**src/rtl/imm_extend_pipe.sv**
```systemverilog
// Pipelined immediate-extension unit: extends an IN_W-bit immediate to OUT_W bits in
// one of four modes and queues results in a 2-entry FIFO with valid/ready on both sides.
module imm_extend_pipe #(
    parameter int IN_W  = 5,
    parameter int OUT_W = 8
) (
    input  logic             clk,
    input  logic             rst,
    input  logic             in_valid,
    output logic             in_ready,
    input  logic [IN_W-1:0]  din,
    input  logic [1:0]       mode,
    output logic             out_valid,
    input  logic             out_ready,
    output logic [OUT_W-1:0] dout,
    output logic             neg
);

    typedef enum logic [1:0] {
        MODE_ZEXT   = 2'b00,
        MODE_SEXT   = 2'b01,
        MODE_BRANCH = 2'b10,
        MODE_UPPER  = 2'b11
    } ext_mode_e;

    logic [OUT_W-1:0] w_zext;
    logic [OUT_W-1:0] w_sext;
    logic [OUT_W-1:0] w_ext;
    logic             w_push;
    logic             w_pop;

    logic [OUT_W-1:0] r_mem [2];
    logic             r_wr_ptr;
    logic             r_rd_ptr;
    logic [1:0]       r_count;

    // Size casts avoid zero-width replications when IN_W == OUT_W.
    assign w_zext = OUT_W'(din);
    assign w_sext = OUT_W'($signed(din));

    always_comb begin
        w_ext = w_zext;
        case (ext_mode_e'(mode))
            MODE_ZEXT:   w_ext = w_zext;
            MODE_SEXT:   w_ext = w_sext;
            MODE_BRANCH: w_ext = w_sext << 1;
            MODE_UPPER:  w_ext = w_zext << (OUT_W - IN_W);
            default:     w_ext = w_zext;
        endcase
    end

    assign in_ready  = (r_count != 2'd2);
    assign out_valid = (r_count != 2'd0);
    assign w_push    = in_valid && in_ready;
    assign w_pop     = out_valid && out_ready;

    always_ff @(posedge clk) begin
        if (rst) begin
            // NOTE: storage is cleared on reset because dout must read zero afterwards;
            // a plain data FIFO would normally leave its memory unreset.
            r_mem[0] <= '0;
            r_mem[1] <= '0;
            r_wr_ptr <= 1'b0;
            r_rd_ptr <= 1'b0;
            r_count  <= 2'd0;
        end else begin
            if (w_push) begin
                r_mem[r_wr_ptr] <= w_ext;
                r_wr_ptr        <= ~r_wr_ptr;
            end
            if (w_pop) begin
                r_rd_ptr <= ~r_rd_ptr;
            end
            case ({w_push, w_pop})
                2'b10:   r_count <= r_count + 2'd1;
                2'b01:   r_count <= r_count - 2'd1;
                default: r_count <= r_count;
            endcase
        end
    end

    assign dout = r_mem[r_rd_ptr];
    assign neg  = dout[OUT_W-1];

endmodule

```
**config.mk**
```make
export PLATFORM = sky130hd
export DESIGN_NAME = imm_extend_pipe
export DESIGN_NICKNAME = d
export VERILOG_FILES = /design/src/rtl/imm_extend_pipe.sv
export SDC_FILE = /design/constraint.sdc
export NUM_CORES = 1
export LEC_CHECK = 0
export ABC_AREA = 1
export CAP_MARGIN = 10
export CELL_PAD_IN_SITES_DETAIL_PLACEMENT = 1
export CELL_PAD_IN_SITES_GLOBAL_PLACEMENT = 1
export CORE_MARGIN = 2
export CORE_UTILIZATION = 38
export CTS_BUF_LIST = sky130_fd_sc_hd__clkbuf_8 sky130_fd_sc_hd__clkbuf_16
export DETAILED_ROUTE_END_ITERATION = 12
export GPL_ROUTABILITY_DRIVEN = 0
export PLACE_DENSITY = 0.76
export SLEW_MARGIN = 15
export SYNTH_ARGS = -nofsm -noshare
export SYNTH_HDL_FRONTEND = slang
export SYNTH_SLANG_ARGS = --single-unit
```
**constraint.sdc**
```tcl
create_clock -name clk -period 2.06 [get_ports clk]
set_clock_uncertainty 0.15 [all_clocks]
set_input_delay 0.412 -clock clk [delete_from_list [all_inputs] [get_ports clk]]
set_output_delay 0.412 -clock clk [all_outputs]
set_load 0.03 [all_outputs]
```
# Word-level counts from Yosys, hierarchy flattened
# Memory sizes are Yosys's and may differ from the RTL's. A register that Yosys moved wholly into a read port is not among the register bits.
# Index checks and enable logic that the tools add are counted.
[word_totals] regBits=4 latch_bits=0 ramBits=16 romBits=0 output_inout_bits=11 word_cells=32 mem_count=1
[mem_list] memory="r_mem" words=2 width=8 read_ports=1 rd_ports_with_merged_regs=1 write_ports=2 line="32" text="logic [OUT_W-1:0] r_mem [2];"
[classes] add_sub_neg=2 mul=0 div=0 magnitude_cmp=0 eq_ne=6 shifts=0 mux=12 n_bitwise=2 reduce_logical=6
[op_table] operator="8-bit case mux with 4 select lines" count=1
[op_table] operator="1-bit 2-to-1 mux" count=9
[op_table] operator="8-bit 2-to-1 mux" count=1
[op_table] operator="8-bit OR reduction" count=1
[op_table] operator="2-bit equality test (second input constant)" count=3
[op_table] operator="2-bit by 1-bit equality test with 1-bit output (second input constant)" count=2
[op_table] operator="2-bit case mux with 2 select lines" count=1
[op_table] operator="2-bit nonzero test" count=2
[op_table] operator="2-bit by 1-bit adder with 2-bit output (second input constant)" count=1
[op_table] operator="1-bit logical AND" count=2
[op_table] operator="2-bit logical NOT" count=1
[op_table] operator="2-bit inequality test (second input constant)" count=1
[op_table] operator="1-bit NOT" count=2
[op_table] operator="2-bit by 1-bit subtractor with 2-bit output (second input constant)" count=1

# Longest topological paths before layout
# Gate-level depths: netlist of run 1.
[logic_depth] ltp_word=7 depth_mapped=10 ltp_nobuf=10

# Least setup slack after synthesis of run 1
# OpenSTA, ideal clock, no wires.
[synth_path] path_kind="reg-to-reg" startpoint="register r_count[0]" endpoint="register r_count[1]" arrival_time_ns=1.444 t_required_ns=1.846 path_slack_ns=0.402 path_stages_with_launch=11 cell_sequence="dfxtp_1 inv_2 nand2_1 nand2_2 clkinv_2 ha_1 inv_1 nand2_1 nor2_1 nor2_1 nor2_1"
[synth_via] elab_chain_len=4 word_cells_on_any_way=10
[synth_rtl] item="start, declared" line="35" text="logic [1:0] r_count;"
[synth_rtl] item="start signal, assigned" line="75" text="2'b10: r_count <= r_count + 2'd1;"
[synth_rtl] item="start signal, assigned" line="76" text="2'b01: r_count <= r_count - 2'd1;"
[synth_rtl] item="start signal, assigned" line="77" text="default: r_count <= r_count;"
[synth_rtl] item="2-bit nonzero test (*)" line="53" text="assign out_valid = (r_count != 2'd0);"
[synth_rtl] item="via out_valid" line="13" text="output logic out_valid,"
[synth_rtl] item="1-bit logical AND (*)" line="55" text="assign w_pop = out_valid && out_ready;"
[synth_rtl] item="via w_pop" line="30" text="logic w_pop;"
[synth_rtl] item="2-bit by 1-bit equality test with 1-bit output / 2-bit equality test (equally long branches)" line="74" text="case ({w_push, w_pop})"
[synth_rtl] item="2-bit case mux with 2 select lines / 2-bit nonzero test (equally long branches)"
# The timed path passes the listed nets; every way through them passes the cells marked *.
# A chain may end at the register's enable or synchronous reset.

==> impl_metrics.ini, run 1 <==
[placement]
dp_hpwl_microns = 2090
dp_slack_ns = 0.0697
portBuffers = 21
post_dp_cell_area_sq_mm = 0.00147
dpl.cell_count = 184

[global_routing]
met2_usage_pct = 27.8
grt_pass1_vias = 919
antenna_found_initial = 0
grt.met3_usage_pct = 3.28
grt_max_degree = 13
gr-usage-all-layers_pct = 16.2
use_met1_pct = 19.0
grt_first_pass_wirelength_microns = 4060
grt_busiest_layer = met2
gr-total-overflow = 0

[routing]
first_pass_iters = 4
detail_route.iter0.violations = 9
drc = 0
viasPerCell = 4.78
routed_wl_microns = 2520
vias = 899
ant_nets = 0
wl_per_cell_microns = 13.4

[power]
leakage_nw = 0.709
power.density_mw_per_mm2 = 880
ir_drop_mv = 0.318
finalPower_mw = 1.30

[timing]
worst_slack_ns = 0.0838
setup_viol = 0
finalSetupTns_ns = 0
slew_violations = 0
min_period_ns = 1.98
hold_ws_ns = 0.384
hold_viol_final = 0
worst_pin_slew_ns = 0.327
period_share_pct = 95.9
rsz0062_at_grt = false
max_freq_mhz = 506
relSlewSlack_pct = 78.1

[worst_setup_path]
crit_required_ns = 1.50
crit_slowest_cell = dfxtp_2
r2r_setup_slack_ns = 0.47
endpoint = dout[5]
critPathBufInv = 2
setup.worst_path.class = flip-flop to primary output
startpoint_type = flip-flop
cp_num_cells = 3
path_delay_family = buffers and inverters
timing.rr.end = r_mem[1][7]$_SDFFCE_PN0P_
crit_fanout = 7
r2r-start = r_count[0]$_SDFFE_PP0P_
cp.arrival_ns = 1.41
path_cells = buf_12, mux2_2, dlygate4sd2_1
r2r_cells = 6
max_stage_delay_ns = 0.36
crit_path_end_kind = primary output

[cts]
clock_latency_ns = 0.27
clk_pin_slew_ns = 0.08
cts_tree = built
postCtsSetupBuffers = 0
cts_max_path_buffers = 2
htreeDepth = 1
root_buffer = clkbuf_8
hold_buffers = 0
cts-buffers-inserted = 3
cts.sinks = 21

[logic_synthesis]
syn_avg_cell_area_sq_um = 9.18
syn_nets = 138
synth_ff_type = edfxtp_1
ys_warn_count = 0
synth_edf_count = 16
synth_cell_type_count = 25
synth_cells = 126
ys_async_sr_fraction_pct = 0
yosysSeqAreaShare_pct = 50.2
synth_area_sq_mm = 0.00116
ys_ff_latch = 21

[layout]
layout_common_cells = nand2_1, nor2_1, edfxtp_1
drive_gt1_share_pct = 27.7
insertedDiodeCount = 0
area_growth_pct = 28.0
nets = 168
stdcell_count = 188
mostFrequentLayoutCell = nand2_1
post-route-util_pct = 49.7
final_area_sq_mm = 0.00148

[die]
dieArea_sq_mm = 0.00350
std_cell_rows = 20
fp.dieH_microns = 59.2
ios = 22
coreArea_sq_mm = 0.00298
fp.dieW_microns = 59.2
initial_utilization_pct = 38.8

[job]
cap_violations = 0

[status]
status = completed

[min_path]
hold_path.class = flip-flop to flip-flop
==> flip-flops by register name, indices dropped and copies added (netlist names), named ones only <==
signal	cells
r_mem	16
r_wr_ptr	1
r_rd_ptr	1
r_count	2
==> worst min-delay path by stage <==
stage / slack [ns] / to / start / cells after the start
2_1_floorplan: 0.31 / flip-flop / r_rd_ptr$_SDFFE_PP0P_ / 2
3_3_place_gp: 0.33 / r_rd_ptr$_SDFFE_PP0P_ / r_rd_ptr$_SDFFE_PP0P_ / 2
3_5_place_dp: 0.36 / flip-flop / r_rd_ptr$_SDFFE_PP0P_ / 2
6_report: 0.38 / flip-flop / r_rd_ptr$_SDFFE_PP0P_ / 2
4_1_cts: 0.40 / flip-flop / r_rd_ptr$_SDFFE_PP0P_ / 2
5_1_grt: 0.42 / flip-flop / r_rd_ptr$_SDFFE_PP0P_ / 2
==> layout make-up <==
type | count | area [sq um]
fillers | 351 | 1500
flip-flops and latches | 21 | 582
multi-input cells | 83 | 484
repair buffers | 27 | 248
inverters | 20 | 78.8
clock buffers | 3 | 41.3
well taps | 33 | 41.3
clock inverters | 1 | 5.00
==> layer usage <==
metal / wire length, microns / vias up / part of all wire (%)
met3: 76 / 5 / 3.0
met5: 0 / - / 0
met2: 1260 / 17 / 50
li1: - / 457 / -
met4: 55 / 0 / 2.2
met1: 1130 / 420 / 45
==> what timing repair did <==
| action | CTS | global route |
|---|---|---|
| hold endpoints to repair | 0 | 0 |
| setup endpoints to repair | 11 | 8 |
| pin swaps | 0 | 0 |
| gates resized for setup | 11 | 11 |
==> kinds of logic after synthesis <==
logic type,synth area share [%]
mux,7.79
simple gates,28.9
compound gates,4.11
fa+ha+maj,1.08
flops,50.2
buf+inv,7.90
==> report_power, final <==
group	switching, mW	leakage (nW)	internal, mW
clock	0.141	0.0255	0.135
sequential	0.0372	0.209	0.514
combinational	0.293	0.475	0.183
==> tightest hold or removal path, cell delays in order, from the launching register on <==
cell and delay (ns):
dfxtp_1 0.34, nor2_1 0.07, nor2_1 0.10
==> cells in the mapped netlist (all sizes together), types with 2 or more instances <==
cell type,number,area (sq um)
dfxtp,5,100
buf,2,12.5
inv,19,73.8
o21ai,4,23.8
nand2,35,146
nand3,5,37.5
nor2,26,136
mux2,8,90.1
edfxtp,16,480
No activity file was read; power rests on OpenSTA's default activity.
==> run 2: changes to the inputs <==
- REMOVE_ABC_BUFFERS: not set -> 1
==> run 2 against run 1 <==
Net effect:
- non-clock buffer count grew 1
- sequential power hardly changed
- critical endpoint is now dout[7]
- flip-flop and latch count is the same
- fmax is 0.93% lower
- count of clock-buffer cells in the layout unchanged
- design area grew 0.76%
- largest power group unchanged
- first-iteration DRC count shrank 67%
- register-to-register slack got worse by 0.02 ns
- global-route usage fell by 1.4 points
==> impl_metrics.ini, run 2 (synthesis gave the netlist of run 1 again) <==
[global_routing]
gr-total-overflow = 0
grt_pass1_vias = 918
antenna_found_initial = 0
grt_max_degree = 12
grt_first_pass_wirelength_microns = 3880
gr-usage-all-layers_pct = 14.8

[layout]
area_growth_pct = 29.0
final_area_sq_mm = 0.00149
top_regs = r_mem: 16 flops, r_count: 2 flops
fill_cells = 370
largest_register_ff_count = 16
mostFrequentLayoutCell = nand2_1
insertedDiodeCount = 0
nets = 169
drive_gt1_share_pct = 23.7
layout_common_cells = nand2_1, nor2_1, edfxtp_1
regMostFlops = r_mem
post-route-util_pct = 50.1

[cts]
clk_pin_slew_ns = 0.07
hold_buffers = 0
cts-buffers-inserted = 3
cts_max_path_buffers = 2
cts_tree = built
root_buffer = clkbuf_8
clock_latency_ns = 0.25
htreeDepth = 1
cts.sinks = 21

[timing]
min_period_ns = 1.99
setup_viol = 0
finalSetupTns_ns = 0
worst_pin_slew_ns = 0.339
max_freq_mhz = 501
relSlewSlack_pct = 77.3
hold_ws_ns = 0.376
hold_viol_final = 0
period_share_pct = 96.8
rsz0062_at_grt = false
slew_violations = 0

[min_path]
whs_path_depth = 2
hold_path.class = flip-flop to flip-flop
min-delay-start = r_rd_ptr$_SDFFE_PP0P_

[power]
clkPwrFrac_pct = 19.8
p_sw_mw = 0.446
p_int_mw = 0.832
ir_drop_mv = 0.287
power.density_mw_per_mm2 = 857
leakage_nw = 0.720
comb_power_share_pct = 37.2
p_seq_share_pct = 43.0
sw_frac_of_total_pct = 34.9
finalPower_mw = 1.28

[routing]
wl_per_cell_microns = 12.3
routed_wl_microns = 2320
detail_route.iter0.violations = 3
viasPerCell = 4.62
ant_nets = 0
vias = 873
drc = 0
first_pass_iters = 2

[job]
cap_violations = 0

[worst_setup_path]
max_stage_delay_ns = 0.36
r2r_cells = 10
startpoint_type = flip-flop
cp.arrival_ns = 1.43
crit_fanout = 8
crit_required_ns = 1.50
crit_slowest_cell = dfxtp_1
r2r-start = r_count[0]$_SDFFE_PP0P_
path_cells = buf_12, mux2_2, dlygate4sd2_1
setup.worst_path.class = flip-flop to primary output
crit_path_end_kind = primary output

[die]
std_cell_rows = 20
ios = 22
dieArea_sq_mm = 0.00350
initial_utilization_pct = 38.8
fp.dieH_microns = 59.2
coreArea_sq_mm = 0.00298
fp.dieW_microns = 59.2

[status]
status = completed

[placement]
post_dp_cell_area_sq_mm = 0.00146
portBuffers = 21
dp_hpwl_microns = 2030
## run 2: changes by cell type in the layout (fill, tap and decap cells not counted)
cell,before,now
inv_1,14,15
buf_12,2,1
clkbuf_2,5,0
buf_4,4,6
clkinv_2,2,1
dfxtp_2,1,0
dlygate4sd2_1,6,11
dfxtp_1,4,5
## run 2: worst max-delay path, delay by kind of cell (launching register included)
| kind | cells | cell delay (ns) |
|---|---|---|
| flops | 1 | 0.36 |
| mux | 1 | 0.33 |
| buf+inv | 2 | 0.49 |
## run 2: timing repair
| item | in CTS | in global routing |
|---|---|---|
| setup endpoints to repair | 11 | 0 |
| setup buffers | 0 | 0 |
| endpoints found under the hold margin | 0 | 0 |
| gates resized for setup | 11 | 0 |
## run 2: area by class of cell
type	count	area [sq um]	area share, %
Timing Repair Buffer	28	262	17.5
Clock buffer	3	41.3	2.77
Multi-Input combinational cell	83	484	32.5
Clock inverter	1	3.75	0.252
Inverter	20	78.8	5.29
Tap cell	33	41.3	2.77
Sequential cell	21	581	38.9
## run 2: path summary, 6_finish.rpt
kind | end | slack [ns]
worst max-delay path | dout[7] | 0.07
worst min-delay path | r_rd_ptr$_SDFFE_PP0P_ | 0.38
worst max register to register | r_count[1]$_SDFFE_PP0P_ | 0.45
worst min register to register | r_rd_ptr$_SDFFE_PP0P_ | 0.38
## run 2: metal layers
layer	routed length, microns	part of all wire [%]	track usage, %
met5	0	0	0
met4	27	1.2	4.87
met3	41	1.8	0.655
met2	1210	52	28.1
met1	1040	45	17.7
## run 2: power by group through the flow
stage / Sequential (mW) / Clock [mW] / Combinational, mW
global route: 0.556 / 0.272 / 0.525
finish: 0.549 / 0.253 / 0.475
detailed placement: 0.561 / 0 / 0.518
floorplan: 0.556 / 0 / 0.317
global placement: 0.555 / 0 / 0.500
CTS: 0.551 / 0.258 / 0.483
## run 2: through the flow
stage | setup WS [ns] | instances
floorplan | 0.402 | 124
global placement | 0.108 | 185
detailed placement | 0.0831 | 185
CTS | 0.0440 | 189
global route | 0.0199 | 189
finish | 0.0654 | 189
